## src/rtl/icap_reg_reader_pkg.sv

```systemverilog
// ICAP register readback: shared state encodings and config words.
// Also reused by the multiboot writer (sync/NOOP/CMD/DESYNC, type-1 fields).
package icap_reg_reader_pkg;

  typedef enum logic [3:0] {
    IDLE, DUMMY, SYNC_H, SYNC_L,
    NOOP_A, RD_HDR, NOOP_B, NOOP_C,
    RD_TURN, RD_WAIT, RD_END, WR_TURN,
    CMD_HDR, DESYNC, NOOP_D, NOOP_E
  } state_e;

  localparam logic [15:0] W_IDLE    = 16'hFFFF;
  localparam logic [15:0] W_DUMMY   = 16'hFFFF;
  localparam logic [15:0] W_SYNC_H  = 16'hAA99;
  localparam logic [15:0] W_SYNC_L  = 16'h5566;
  localparam logic [15:0] W_NOOP    = 16'h2000;
  localparam logic [15:0] W_CMD_HDR = 16'h30A1;
  localparam logic [15:0] W_DESYNC  = 16'h000D;

  // type-1 packet header fields
  localparam logic [15:0] T1_TYPE   = 16'h2000;
  localparam logic [15:0] T1_OP_RD  = 16'h0800;
  localparam logic [15:0] T1_WC_1   = 16'h0001;
  localparam int          T1_ADDR_LSB = 5;

  function automatic logic [15:0] t1_rd_hdr(
    input logic [5:0] addr
  );
    logic [15:0] a;
    a = {10'd0, addr} << T1_ADDR_LSB;
    return T1_TYPE | T1_OP_RD | T1_WC_1 | a;
  endfunction

endpackage

```

## src/rtl/icap_reg_reader_if.sv

```systemverilog
// ICAP_SPARTAN6 port bundle (CE, WRITE, I, O, BUSY).
// master: reader driving the ICAP; slave: the ICAP primitive or its model.
interface icap_reg_reader_if;
  logic        icap_ce;
  logic        icap_wr;
  logic [15:0] icap_i;
  logic [15:0] icap_o;
  logic        icap_busy;

  modport master (
    output icap_ce, icap_wr, icap_i,
    input  icap_o, icap_busy
  );

  modport slave (
    input  icap_ce, icap_wr, icap_i,
    output icap_o, icap_busy
  );
endinterface

```

## src/rtl/icap_bitswap.sv

```systemverilog
// Bit reversal within each byte of a 16-bit word (ICAP bit order).
// din_i: natural order word; dout_o: byte-wise reversed word.
module icap_bitswap (
  input  logic [15:0] din_i,
  output logic [15:0] dout_o
);
  for (genvar b = 0; b < 8; b++) begin : g_bit
    assign dout_o[7-b]  = din_i[b];
    assign dout_o[15-b] = din_i[8+b];
  end
endmodule

```

## src/rtl/icap_reg_reader.sv

```systemverilog
// Reads one configuration register through ICAP_SPARTAN6 and desyncs.
// Ports: clk/reset, start/reg_addr request, busy/done/error/data_out, icap bus.
module icap_reg_reader
  import icap_reg_reader_pkg::*;
#(
  parameter int TIMEOUT = 64
) (
  input  logic               clk,
  input  logic               reset,
  input  logic               start,
  input  logic [5:0]         reg_addr,
  output logic               busy,
  output logic               done,
  output logic               error,
  output logic [15:0]        data_out,
  icap_reg_reader_if.master  icap
);

  localparam int CW = $clog2(TIMEOUT + 1);

  state_e        state_q, state_d;
  logic [5:0]    addr_q, addr_d;
  logic [CW-1:0] wcnt_q, wcnt_d;
  logic          err_q, err_d;
  logic [15:0]   data_q, data_d;
  logic          busy_q, busy_d;
  logic          done_q, done_d;
  logic          ce_q, ce_d;
  logic          wr_q, wr_d;
  logic [15:0]   i_q, i_d;
  logic [15:0]   word_d;
  logic          obusy_q;
  logic [15:0]   o_q, o_sw;

  icap_bitswap u_wr_swap (.din_i(word_d), .dout_o(i_d));
  icap_bitswap u_rd_swap (.din_i(o_q),    .dout_o(o_sw));

  // next state, latched request and readback result
  always_comb begin
    state_d = state_q;
    addr_d  = addr_q;
    wcnt_d  = '0;
    err_d   = err_q;
    data_d  = data_q;
    unique case (state_q)
      IDLE: begin
        if (start) begin
          state_d = DUMMY;
          addr_d  = reg_addr;
          err_d   = 1'b0;
        end
      end
      RD_WAIT: begin
        wcnt_d = wcnt_q + CW'(1);
        // O/BUSY are retimed, so wcnt_q==k sees wait cycle k;
        // the first wait cycle is never trusted
        if (wcnt_q > CW'(1) && !obusy_q) begin
          data_d  = o_sw;
          state_d = RD_END;
        end else if (wcnt_q == CW'(TIMEOUT)) begin
          err_d   = 1'b1;
          state_d = RD_END;
        end
      end
      NOOP_E:  state_d = IDLE;
      default: state_d = state_e'(state_q + 4'd1);
    endcase
  end

  // ICAP controls follow the state being entered
  always_comb begin
    ce_d   = 1'b1;
    wr_d   = 1'b1;
    word_d = W_IDLE;
    unique case (state_d)
      DUMMY:   begin ce_d = 1'b0; wr_d = 1'b0; word_d = W_DUMMY;   end
      SYNC_H:  begin ce_d = 1'b0; wr_d = 1'b0; word_d = W_SYNC_H;  end
      SYNC_L:  begin ce_d = 1'b0; wr_d = 1'b0; word_d = W_SYNC_L;  end
      RD_HDR:  begin
        ce_d   = 1'b0;
        wr_d   = 1'b0;
        word_d = t1_rd_hdr(addr_q);
      end
      NOOP_A, NOOP_B, NOOP_C, NOOP_D, NOOP_E: begin
        ce_d   = 1'b0;
        wr_d   = 1'b0;
        word_d = W_NOOP;
      end
      CMD_HDR: begin ce_d = 1'b0; wr_d = 1'b0; word_d = W_CMD_HDR; end
      DESYNC:  begin ce_d = 1'b0; wr_d = 1'b0; word_d = W_DESYNC;  end
      RD_WAIT: ce_d = 1'b0;
      WR_TURN: wr_d = 1'b0;
      default: ;
    endcase
    busy_d = (state_d != IDLE);
    done_d = (state_q == NOOP_E);
  end

  always_ff @(posedge clk or posedge reset) begin
    if (reset) begin
      state_q <= IDLE;
      addr_q  <= '0;
      wcnt_q  <= '0;
      err_q   <= 1'b0;
      data_q  <= '0;
      busy_q  <= 1'b0;
      done_q  <= 1'b0;
      ce_q    <= 1'b1;
      wr_q    <= 1'b1;
      i_q     <= 16'hFFFF;
      obusy_q <= 1'b1;
      o_q     <= '0;
    end else begin
      state_q <= state_d;
      addr_q  <= addr_d;
      wcnt_q  <= wcnt_d;
      err_q   <= err_d;
      data_q  <= data_d;
      busy_q  <= busy_d;
      done_q  <= done_d;
      ce_q    <= ce_d;
      wr_q    <= wr_d;
      i_q     <= i_d;
      obusy_q <= icap.icap_busy;
      o_q     <= icap.icap_o;
    end
  end

  assign busy         = busy_q;
  assign done         = done_q;
  assign error        = err_q;
  assign data_out     = data_q;
  assign icap.icap_ce = ce_q;
  assign icap.icap_wr = wr_q;
  assign icap.icap_i  = i_q;

endmodule

```

## src/flat_wrapper.sv

```systemverilog
// flat-port wrapper written by rule: the top's interface ports become plain ports
module icap_reg_reader_flat import icap_reg_reader_pkg::*;
#(
  parameter int TIMEOUT = 64
)
  (clk, reset, start, reg_addr, busy, done, error, data_out, icap_icap_ce, icap_icap_wr, icap_icap_i, icap_icap_o, icap_icap_busy);
  icap_reg_reader_if icap_i ();
  input  logic clk;
  input  logic reset;
  input  logic start;
  input  logic [5:0] reg_addr;
  output logic busy;
  output logic done;
  output logic error;
  output logic [15:0] data_out;
  output wire logic [$bits(icap_i.icap_ce)-1:0] icap_icap_ce;
  output wire logic [$bits(icap_i.icap_wr)-1:0] icap_icap_wr;
  output wire logic [$bits(icap_i.icap_i)-1:0] icap_icap_i;
  input wire logic [$bits(icap_i.icap_o)-1:0] icap_icap_o;
  input wire logic [$bits(icap_i.icap_busy)-1:0] icap_icap_busy;
  assign icap_icap_ce = icap_i.icap_ce;
  assign icap_icap_wr = icap_i.icap_wr;
  assign icap_icap_i = icap_i.icap_i;
  assign icap_i.icap_o = icap_icap_o;
  assign icap_i.icap_busy = icap_icap_busy;
  icap_reg_reader #(.TIMEOUT(TIMEOUT)) u_core (.clk(clk), .reset(reset), .start(start), .reg_addr(reg_addr), .busy(busy), .done(done), .error(error), .data_out(data_out), .icap(icap_i));
endmodule
```

## config.mk

```make
export PLATFORM = sky130hd
export DESIGN_NAME = icap_reg_reader_flat
export DESIGN_NICKNAME = d
export VERILOG_FILES = /design/src/rtl/icap_reg_reader_pkg.sv /design/src/rtl/icap_reg_reader_if.sv /design/src/rtl/icap_bitswap.sv /design/src/rtl/icap_reg_reader.sv /design/src/flat_wrapper.sv
export SDC_FILE = /design/constraint.sdc
export NUM_CORES = 1
export LEC_CHECK = 0
export ABC_AREA = 1
export BUFFER_PORTS_ARGS = -buffer_cell sky130_fd_sc_hd__buf_2
export CORE_MARGIN = 1
export CORE_UTILIZATION = 48
export DETAILED_ROUTE_END_ITERATION = 7
export PLACE_DENSITY = 0.83
export SLEW_MARGIN = 20
export SYNTH_ARGS = -nofsm -noshare
export SYNTH_HDL_FRONTEND = slang
export SYNTH_SLANG_ARGS = --single-unit
```

## constraint.sdc

```tcl
create_clock -name clk -period 2.31 [get_ports clk]
set_input_delay 0.462 -clock clk [delete_from_list [all_inputs] [get_ports clk]]
set_output_delay 0.462 -clock clk [all_outputs]
set_load 0.05 [all_outputs]
```

==> metrics.txt, run 1 <==
crit path max-delay cell type dfrtp_1; Worst R2R Path Depth 9; initial antenna violation count 0; post-synthesis adder-cell area fraction 0.02679; Pre-antenna DRT Iters 5; post-synthesis mux area share 0.07768; VDD IR max roughly 0.9 mV; postcts setup bufs 0; area of the multi-input gates just over 900 um2; Ys Warns 0; Detail Placement HPWL approximately 3800 um; CTS resizes 0; Hold Crit Class input port to asynchronous set/reset pin; Max clock buf depth 2; post-synthesis sequential area ratio 0.6237; Setup crit end kind flop; Setup crit end u_core.icap.icap_i[15]; PortBufs between 60 and 70; Relative slew margins 0.6196; complex-gate fraction of the synthesized area 0.03616; via count approximately 1.9k; biggest cell delay along the critical path 0.41 ns; largest net degree at the start of global routing 44; Final period util 0.7968; Clock Root Buffer clkbuf_8; Max H-tree Level 3; Mapped Area 2803 um2; fin util 0.6224; # DRC 0; Die X between 70 and 80 um; Area growth, synth to finish 23.79%; final worst clock skew around 0.011 ns; Hold Vio Cnt, Final 0; Synthesized Nets approximately 270; R2R setup slack ~0.47 ns; Mapped Cells about 240; gr ovfl total 0; post-route minimum period ~1.8 ns; CTS Buf Count 9; Critical R2R Launch u_core.state_q[1]; Initial Util 0.5028; die height 78.41 um; Mean Syn Cell Area 11.88 um2; vias in the first global route roughly 1.9k; Least-Margin Pin Slew about 0.57 ns; data required time of the worst path 2.57 ns; crit-path cells inv_1, ha_1, nand3b_4, inv_2, nand3_4, nand3_2, nand3_2, o21bai_4, nand2_1; Net count, final ~340; n_diodes 0; largest family of logic cells by synthesized area simple AND/OR/NAND/NOR gates; number of max-cap violations 0; wire per inst around 14 um; final setup violation count 0; post-synthesis simple-gate area fraction 0.1813; fin. max-slew vios 0; GPL Wtd Cong 0.8506; leakage power roughly 0.0018 uW; Clock transition at path regs approximately 0.08 ns; DRT antenna net count 0; XOR/XNOR Fraction of Synth Area 0.006250; setup_tns 0 ns; I/O pins 63; Storage cell area 1748 um2; Site Rows 27; # clock sinks 69; Cell Pwr Density around 1700 nW/um2; Crit Path Max Fanout 9; total core area approximately 5600 um2; Max Clk Rate between 500 and 600 MHz; crit path from u_core.state_q[1]; DR iter-0 viols 83; Vias/cell slightly below 5; FF-to-FF End u_core.icap.icap_i[15]; CTS tree yes; status completed; GRT Total Usage 0.1951; most numerous cell on the critical path nand3_2; CP startpoint kind flop; Die Area between 6000 and 7000 um2; share of cells above drive strength 1 0.4427; hold_buf cts 0; first-pass GRT wire length between 8000 and 9000 um; latest clock arrival within the worst-skew pair between 0.3 and 0.4 ns; worst endpoint data arrival time 2.10 ns; Seq cells post-synth between 60 and 70; fillers 450; WL final about 5300 um; post-synth cell types 34; Crit Path Class flop to flop; RSZ-0062 raised after global routing false
-- layout by cell type, fill, tap and decap left out, types with 6 or more instances in the layout --
cell type	n
inv_1	23
nand2_1	40
inv_2	6
mux2_4	10
nand2_2	6
dfrtp_1	52
dfstp_2	17
ha_1	6
nand3_1	13
nor2_1	17
buf_2	62
clkbuf_8	11
mux2_2	6
-- per-layer routing --
| metal | share of wire | track usage |
|---|---|---|
| met1 | 0.46 | 0.2508 |
| met2 | 0.46 | 0.2833 |
| met3 | 0.056 | 0.06628 |
| met4 | 0.016 | 0.1204 |
| met5 | 0 | 0 |
-- critical path: cells and delay by family (launching register included) --
kind,cells,cell delay (ns)
buffers and inverters,2,0.26
AOI/OAI and AO/OA,1,0.22
DFF,1,0.41
adders and majority gates,1,0.20
and+or+nand+nor,5,0.68
-- power breakdown --
group / internal, uW / total, uW / switching [uW] / leakage [uW]
sequential: 1700 / 1880 / 184 / 0.000827
combinational: 785 / 2840 / 2060 / 0.000836
clock: 778 / 1210 / 436 / 0.000126
total: 3260 / 5940 / 2680 / 0.00179
-- sequential cells by signal, summed over array words and instances, names as in the netlist --
name,cells
u_core.icap.icap_wr,1
u_core.wcnt_q,7
u_core.done,1
u_core.error,1
u_core.data_out,16
u_core.busy,1
u_core.icap.icap_i,14
u_core.o_q,16
u_core.icap.icap_ce,1
u_core.addr_q,6
u_core.obusy_q,1
u_core.state_q,4
-- metrics by stage --
| step | cell area, um2 | power, uW | setup slack (ns) | std cells | hold slack, ns |
|---|---|---|---|---|---|
| 2_1_floorplan | 2803 | 4146 | 0.1363 | 236 | 0.4422 |
| 3_3_place_gp | 3212 | 4626 | 0.5380 | 370 | 0.4578 |
| 3_5_place_dp | 3212 | 4729 | 0.4696 | 370 | 0.4609 |
| 4_1_cts | 3470 | 5979 | 0.4649 | 386 | 0.1747 |
| 5_1_grt | 3470 | 6276 | 0.2772 | 386 | 0.1960 |
| 6_report | 3470 | 5937 | 0.4695 | 386 | 0.1726 |
-- synthesized netlist by cell type (all sizes together) --
cell    number  area share
dfrtp       52        0.46
nand2       47       0.071
inv         29       0.039
nand3       19       0.050
nor2        19       0.029
dfstp       17        0.16
mux2        16       0.078
ha           6       0.027
o21ai        5      0.0089
a21oi        4      0.0071
nand4        4       0.011
nor3         4      0.0071
buf          3      0.0094
o21bai       3       0.012
nand3b       2      0.0098
a22o         1      0.0031
a31oi        1      0.0022
o211ai       1      0.0027
or2          1      0.0031
xnor2        1      0.0031
xor2         1      0.0031
-- layout make-up --
type | count | area share
Sequential cell | 69 | 0.5038
Multi-Input combinational cell | 135 | 0.2651
Timing Repair Buffer | 65 | 0.09953
Clock buffer | 11 | 0.04363
Inverter | 29 | 0.03137
Clock inverter | 5 | 0.03065
Tap cell | 72 | 0.02596
-- cells by family (layout without fill, tap and decap cells) --
kind of cell	count (synthesis)	count (layout)
AOI/OAI and AO/OA	15	15
xor gates and xnor gates	2	2
adders and majority gates	6	6
buffers and inverters	32	110
DFF	69	69
muxes	16	16
and+or+nand+nor	96	96
-- worst min path at each step --
stage                           from             endpoint  depth (start not counted)
finish                         reset  u_core.data_out[15]                          2
global route                   reset  u_core.data_out[15]                          2
CTS                            reset  u_core.data_out[15]                          2
detailed placement  u_core.addr_q[1]     u_core.addr_q[1]                          2
global placement      u_core.o_q[11]  u_core.data_out[12]                          1
floorplan           u_core.addr_q[0]     u_core.addr_q[0]                          2
No activity file was read; power rests on OpenSTA's default activity.
==> run 2: changes to the inputs <==
--- a/config.mk
+++ b/config.mk
@@ -5,12 +5,12 @@
 export SDC_FILE = /design/constraint.sdc
 export NUM_CORES = 1
 export LEC_CHECK = 0
-export ABC_AREA = 1
+export ABC_AREA = 0
 export BUFFER_PORTS_ARGS = -buffer_cell sky130_fd_sc_hd__buf_2
 export CORE_MARGIN = 1
-export CORE_UTILIZATION = 48
+export CORE_UTILIZATION = 53
 export DETAILED_ROUTE_END_ITERATION = 7
-export PLACE_DENSITY = 0.83
+export PLACE_DENSITY = 0.87
 export SLEW_MARGIN = 20
 export SYNTH_ARGS = -nofsm -noshare
 export SYNTH_HDL_FRONTEND = slang
==> constraint.sdc (replaced) <==
create_clock -name clk -period 1.85 [get_ports clk]
set_input_delay 0.37 -clock clk [delete_from_list [all_inputs] [get_ports clk]]
set_output_delay 0.37 -clock clk [all_outputs]
set_load 0.05 [all_outputs]
==> run 2 against run 1 <==
Die area is 11% lower. Global-route usage is 13 points higher. The flow now finishes with violations (setup timing). Setup slack worse by 0.95 ns. Final cell count is 5.7% higher. Clock-buffer cell count is 1 lower. Wire length is 69% higher. Design area is 22% higher. Fmax is 21% lower. Critical path depth is 2 higher. Worst hold slack worse by 0.12 ns. Highest routed layer unchanged.
==> metrics.txt, run 2 <==
wire per inst ~22 um; complex-gate fraction of the synthesized area 0.07277; ys async rst share 1.000; DRT antenna net count 0; Initial Util 0.5639; Mapped Area 2734 um2; Die X between 70 and 80 um; GRT Total Usage 0.3206; total core area 4848 um2; n_diodes 0; # DRC 0; Max Clk Rate roughly 430 MHz; synth cell count leaders 52 x dfrtp_1, 22 x mux2_2, 17 x dfstp_2, 12 x inv_1, 11 x nand2_1; Die Area roughly 5400 um2; fillers 202; Hold Vio Cnt, Final 0; Detail Placement HPWL roughly 4400 um; worst endpoint data arrival time ~2.6 ns; Crit Path Max Fanout 9; RSZ-0062 raised after global routing true; DR iter-0 viols between 100 and 150; top-area cell type share of the netlist area 0.4760; Area growth, synth to finish 54.51%; vias in the first global route between 2k and 2.5k; commonest register cell after synthesis dfrtp_1; via count around 2.3k; Mapped Cells 206; Net count, final around 370; most frequent cells in the layout 62 x buf_2, 50 x dfrtp_1, 46 x buf_4, 17 x dfstp_2, 16 x mux2_4; largest net degree at the start of global routing 31; fin. max-slew vios 0; GPL Wtd Cong about 0.9; Relative slew margins 0.6478; post-synthesis mux area share 0.09794; Area contributors post-synth dfrtp_1 48%, dfstp_2 16%, mux2_2 9.1%, ha_1 2.7%, o21ai_0 1.8%; Crit Path Class flop to flop; post-synthesis adder-cell area fraction 0.03112; latest clock arrival within the worst-skew pair ~0.35 ns; Ys Warns 0; first-pass GRT wire length approximately 12000 um; final worst clock skew 0.01098 ns; Seq cells post-synth 69; Max clock buf depth 2; most common cell in the netlist dfrtp_1; Max H-tree Level 3; I/O pins between 60 and 70; data required time of the worst path 2.11 ns; Vias/cell between 5 and 6; Pre-antenna DRT Iters 4; WL final 8986 um; Post-synth EDFFs 0; Final WS setup -0.4811 ns; PortBufs 62; status complete, but fails checks; die height between 70 and 80 um; share of cells above drive strength 1 0.6921; Mean Syn Cell Area around 13 um2; # clock sinks just under 70; CTS Buf Count 9; Hold Crit Class input port to asynchronous set/reset pin; XOR/XNOR Fraction of Synth Area 0.01602; Least-Margin Pin Slew approximately 0.52 ns; largest family of logic cells by synthesized area simple AND/OR/NAND/NOR gates; Fin Hold WS slightly below 0.05 ns; failing checks setup timing; post-route minimum period around 2.3 ns; Synth area leader dfrtp_1; Site Rows 25; Synthesized Nets roughly 240; Clock Root Buffer clkbuf_8; gr ovfl total 0; CP startpoint kind flop; Clock transition at path regs around 0.080 ns; CTS tree yes; Setup crit end kind flop; commonest non-fill, non-tap cell in the layout buf_2; post-synthesis sequential area ratio 0.6394; post-synthesis simple-gate area fraction 0.1071; number of max-cap violations 0; final setup violation count 36; Final period util 1.260; post-synth cell types 42; initial antenna violation count 0
[run 2: changes by cell type after synthesis, sizes merged, moves of 4 or more]
cell / previous run / this run
nand2: 47 / 11
nand3: 19 / 8
nor3: 4 / 8
nor2: 19 / 11
inv: 29 / 13
a21oi: 4 / 9
nand4: 4 / 0
buf: 3 / 7
mux2: 16 / 22
o21ai: 5 / 12
[run 2: critical path, cell delays in order, from the launching register on]
cell and delay [ns]:
dfrtp_2 0.42, inv_2 0.07, ha_4 0.17, nor4bb_4 0.16
or4_1 0.56, nand2_2 0.14, buf_6 0.11, buf_6 0.09
nor3_4 0.04, buf_12 0.16, a21oi_1 0.21, o21ai_1 0.12
[run 2: routing by layer]
| metal | global-route usage | vias to the layer above | wire (um) |
|---|---|---|---|
| li1 | - | 971 | - |
| met1 | 0.3397 | 1166 | 3179 |
| met2 | 0.5657 | 124 | 4739 |
| met3 | 0.06859 | 48 | 514 |
| met4 | 0.2222 | 0 | 553 |
| met5 | 0 | - | 0 |
[run 2: metrics by stage]
stage	utilization	instances	setup TNS (ns)	cell area (um2)	setup WS, ns
after floorplan	-	206	-4.284	2821	-0.2100
after global placement	0.7148	365	-3.378	3466	-0.2445
after detailed placement	0.7148	365	-6.140	3466	-0.3630
after CTS	0.8271	397	-5.447	4010	-0.2721
after global routing	0.8712	408	-11.07	4224	-0.5306
final	0.8712	408	-9.856	4224	-0.4811
[run 2: final timing paths]
check	startpoint	to	slack [ns]	depth (start not counted)
worst max register to register	u_core.state_q[0]	u_core.icap.icap_i[1]	-0.48	11
worst min register to register	u_core.o_q[2]	u_core.data_out[5]	0.49	1
min in group clk	icap_icap_o[12]	u_core.o_q[12]	0.12	1
worst max-delay path	u_core.state_q[0]	u_core.icap.icap_i[1]	-0.48	11
worst min-delay path	reset	u_core.addr_q[5]	0.05	2
max in group asynchronous	reset	u_core.icap.icap_i[4]	1.15	3
[run 2: kinds of logic after synthesis]
kind of cell / count (synthesis)
multiplexers: 24
XOR/XNOR: 5
AND/OR/NAND/NOR: 48
flip-flops: 69
buffers and inverters: 21
AO/OA/AOI/OAI: 32
adder cells (fa/ha/maj): 7
[run 2: timing repair]
item,CTS,global route
setup endpoints to repair,35,36
hold buffers,0,0
gates resized for setup,51,31
buffers inserted,15,13
cloned,3,0
pin swaps,15,14
[run 2: layout make-up]
cell class              instances  area (um2)  share of cell area
flip-flops and latches         69        1750              0.4144
multi-input cells             116        1220              0.2888
repair buffers                127       904.6              0.2142
clock buffers                  10       137.6             0.03258
well taps                      67       83.83             0.01985
clock inverters                 6       70.07             0.01659
inverters                      13       57.56             0.01363
Power of run 2 is not shown: default switching activity piles up to over one toggle a cycle in this logic, so the estimate is an artifact.
==> run 3: changes to the inputs <==
--- a/config.mk
+++ b/config.mk
@@ -10,7 +10,7 @@
 export CORE_MARGIN = 1
 export CORE_UTILIZATION = 53
 export DETAILED_ROUTE_END_ITERATION = 7
-export PLACE_DENSITY = 0.87
+export PLACE_DENSITY_LB_ADDON = 0.15
 export SLEW_MARGIN = 20
 export SYNTH_ARGS = -nofsm -noshare
 export SYNTH_HDL_FRONTEND = slang
==> run 3 against run 2 <==
The run still ends with setup timing left. Clock skew shrank 0.0046 ns. Clock-buffer cell count unchanged. Die area stayed put. Register-to-register slack improved by 0.26 ns. Critical path type unchanged. Critical endpoint unchanged.
==> metrics.txt, run 3 (synthesis results as in run 2) <==
status complete, but fails checks; failing checks setup timing; Net count, final between 300 and 400; Hold Crit Class input port to asynchronous set/reset pin; post-route minimum period 2.066 ns; die height ~74 um; Relative slew margins 0.7075; DRT antenna net count 0; biggest cell delay along the critical path 0.41 ns; GPL Wtd Cong between 0.8 and 0.9; CTS tree yes; Detail Placement HPWL ~4000 um; CP startpoint kind flop; PortBufs 62; data required time of the worst path 2.11 ns; DR iter-0 viols 57; # DRC 0; Setup crit end kind flop; CTS Buf Count 9; gr ovfl total 0; Clock transition at path regs 0.07 ns; Crit Path Class flop to flop; Non-Filler Instances 394; crit path max-delay cell type dfrtp_2; Least-Margin Pin Slew approximately 0.43 ns; Storage cell area 1749 um2; commonest non-fill, non-tap cell in the layout buf_2; WL final about 6000 um; latest clock arrival within the worst-skew pair ~0.33 ns; fin. max-slew vios 0; via count a little over 2k; Critical R2R Launch u_core.state_q[0]; largest net degree at the start of global routing 40; crit path from u_core.state_q[0]; vias in the first global route 1960; most numerous cell on the critical path buf_4; Crit Path Max Fanout 8; number of max-cap violations 0; # clock sinks 69; wire per inst 15.40 um; total core area between 4000 and 5000 um2; Final period util 1.117; GRT Total Usage 0.2344; first-pass GRT wire length just over 9000 um; worst endpoint data arrival time about 2.3 ns; Die Area between 5000 and 6000 um2; final setup violation count 34; n_diodes 0; I/O pins 63; Clock Root Buffer clkbuf_8; crit-path cells buf_4, ha_1, buf_4, a21o_1, nand2_1, a21oi_2, inv_2, nor3_4, buf_4, a21oi_2, o21ai_1; pre-CTS setup slack -0.2495 ns; R2R setup slack -0.22 ns; Final WS setup -0.2165 ns; Hold Vio Cnt, Final 0; FF-to-FF End u_core.icap.icap_i[1]; area of the multi-input gates between 1000 and 1500 um2; Max clock buf depth 2; initial antenna violation count 0; Site Rows 25; Vias/cell between 5 and 6; Pre-antenna DRT Iters 4; final worst clock skew approximately 0.0064 ns; RSZ-0062 raised after global routing true; Max H-tree Level 3; fillers around 270; most frequent cells in the layout 62 x buf_2, 51 x dfrtp_1, 42 x buf_4, 17 x dfstp_2, 16 x mux2_4; Worst R2R Path Depth 11; Area growth, synth to finish 45.86%; Die X about 74 um; Initial Util 0.5639; # placed instances between 300 and 400; Max Clk Rate around 480 MHz; share of cells above drive strength 1 0.6177
==> run 3: how the worst max path moves through the flow <==
stage,endpoint,depth (start not counted)
floorplan,u_core.data_out[0],6
global placement,u_core.icap.icap_wr,9
detailed placement,u_core.icap.icap_wr,9
CTS,u_core.icap.icap_i[2],8
global route,u_core.icap.icap_i[1],11
finish,u_core.icap.icap_i[1],11
==> run 3: final cells by class <==
cell class | count | share of cell area
clock inverters | 6 | 0.03389
flip-flops and latches | 69 | 0.4387
inverters | 13 | 0.01381
well taps | 67 | 0.02102
clock buffers | 10 | 0.03200
repair buffers | 113 | 0.1886
multi-input cells | 116 | 0.2720
==> run 3: timing repair <==
action / in CTS / in global routing
buffers inserted: 7 / 7
hold buffers: 0 / 0
endpoints found under the setup margin: 35 / 35
gates cloned: 1 / 0
resized for setup: 30 / 12
pin swaps: 7 / 3
==> run 3: critical path: cells and delay by family (launching register included) <==
family,cells,cell delay [ns]
adders and majority gates,1,0.18
AOI/OAI and AO/OA,4,0.45
DFF,1,0.41
and+or+nand+nor,2,0.39
buffers and inverters,4,0.56
==> run 3: per-stage QoR <==
| step | util | area [um2] | hold WS (ns) | setup TNS, ns |
|---|---|---|---|---|
| 6_report | 0.8225 | 3988 | 0.03699 | -3.661 |
| 4_1_cts | 0.8054 | 3905 | 0.04066 | -2.335 |
| 2_1_floorplan | - | 2821 | 0.3745 | -4.284 |
| 3_3_place_gp | 0.7148 | 3466 | 0.3974 | -4.396 |
| 5_1_grt | 0.8225 | 3988 | 0.05191 | -7.450 |
| 3_5_place_dp | 0.7148 | 3466 | 0.3960 | -5.413 |
==> run 3: routing by layer <==
layer / vias up / wire length [um] / part of all wire / GRT usage
met5: - / 0 / 0 / 0
met4: 0 / 68 / 0.011 / 0.1068
met3: 5 / 246 / 0.041 / 0.04664
met2: 50 / 3129 / 0.52 / 0.3772
met1: 1017 / 2624 / 0.43 / 0.3074
li1: 947 / - / - / -
Power of run 3 is left out for the same reason.
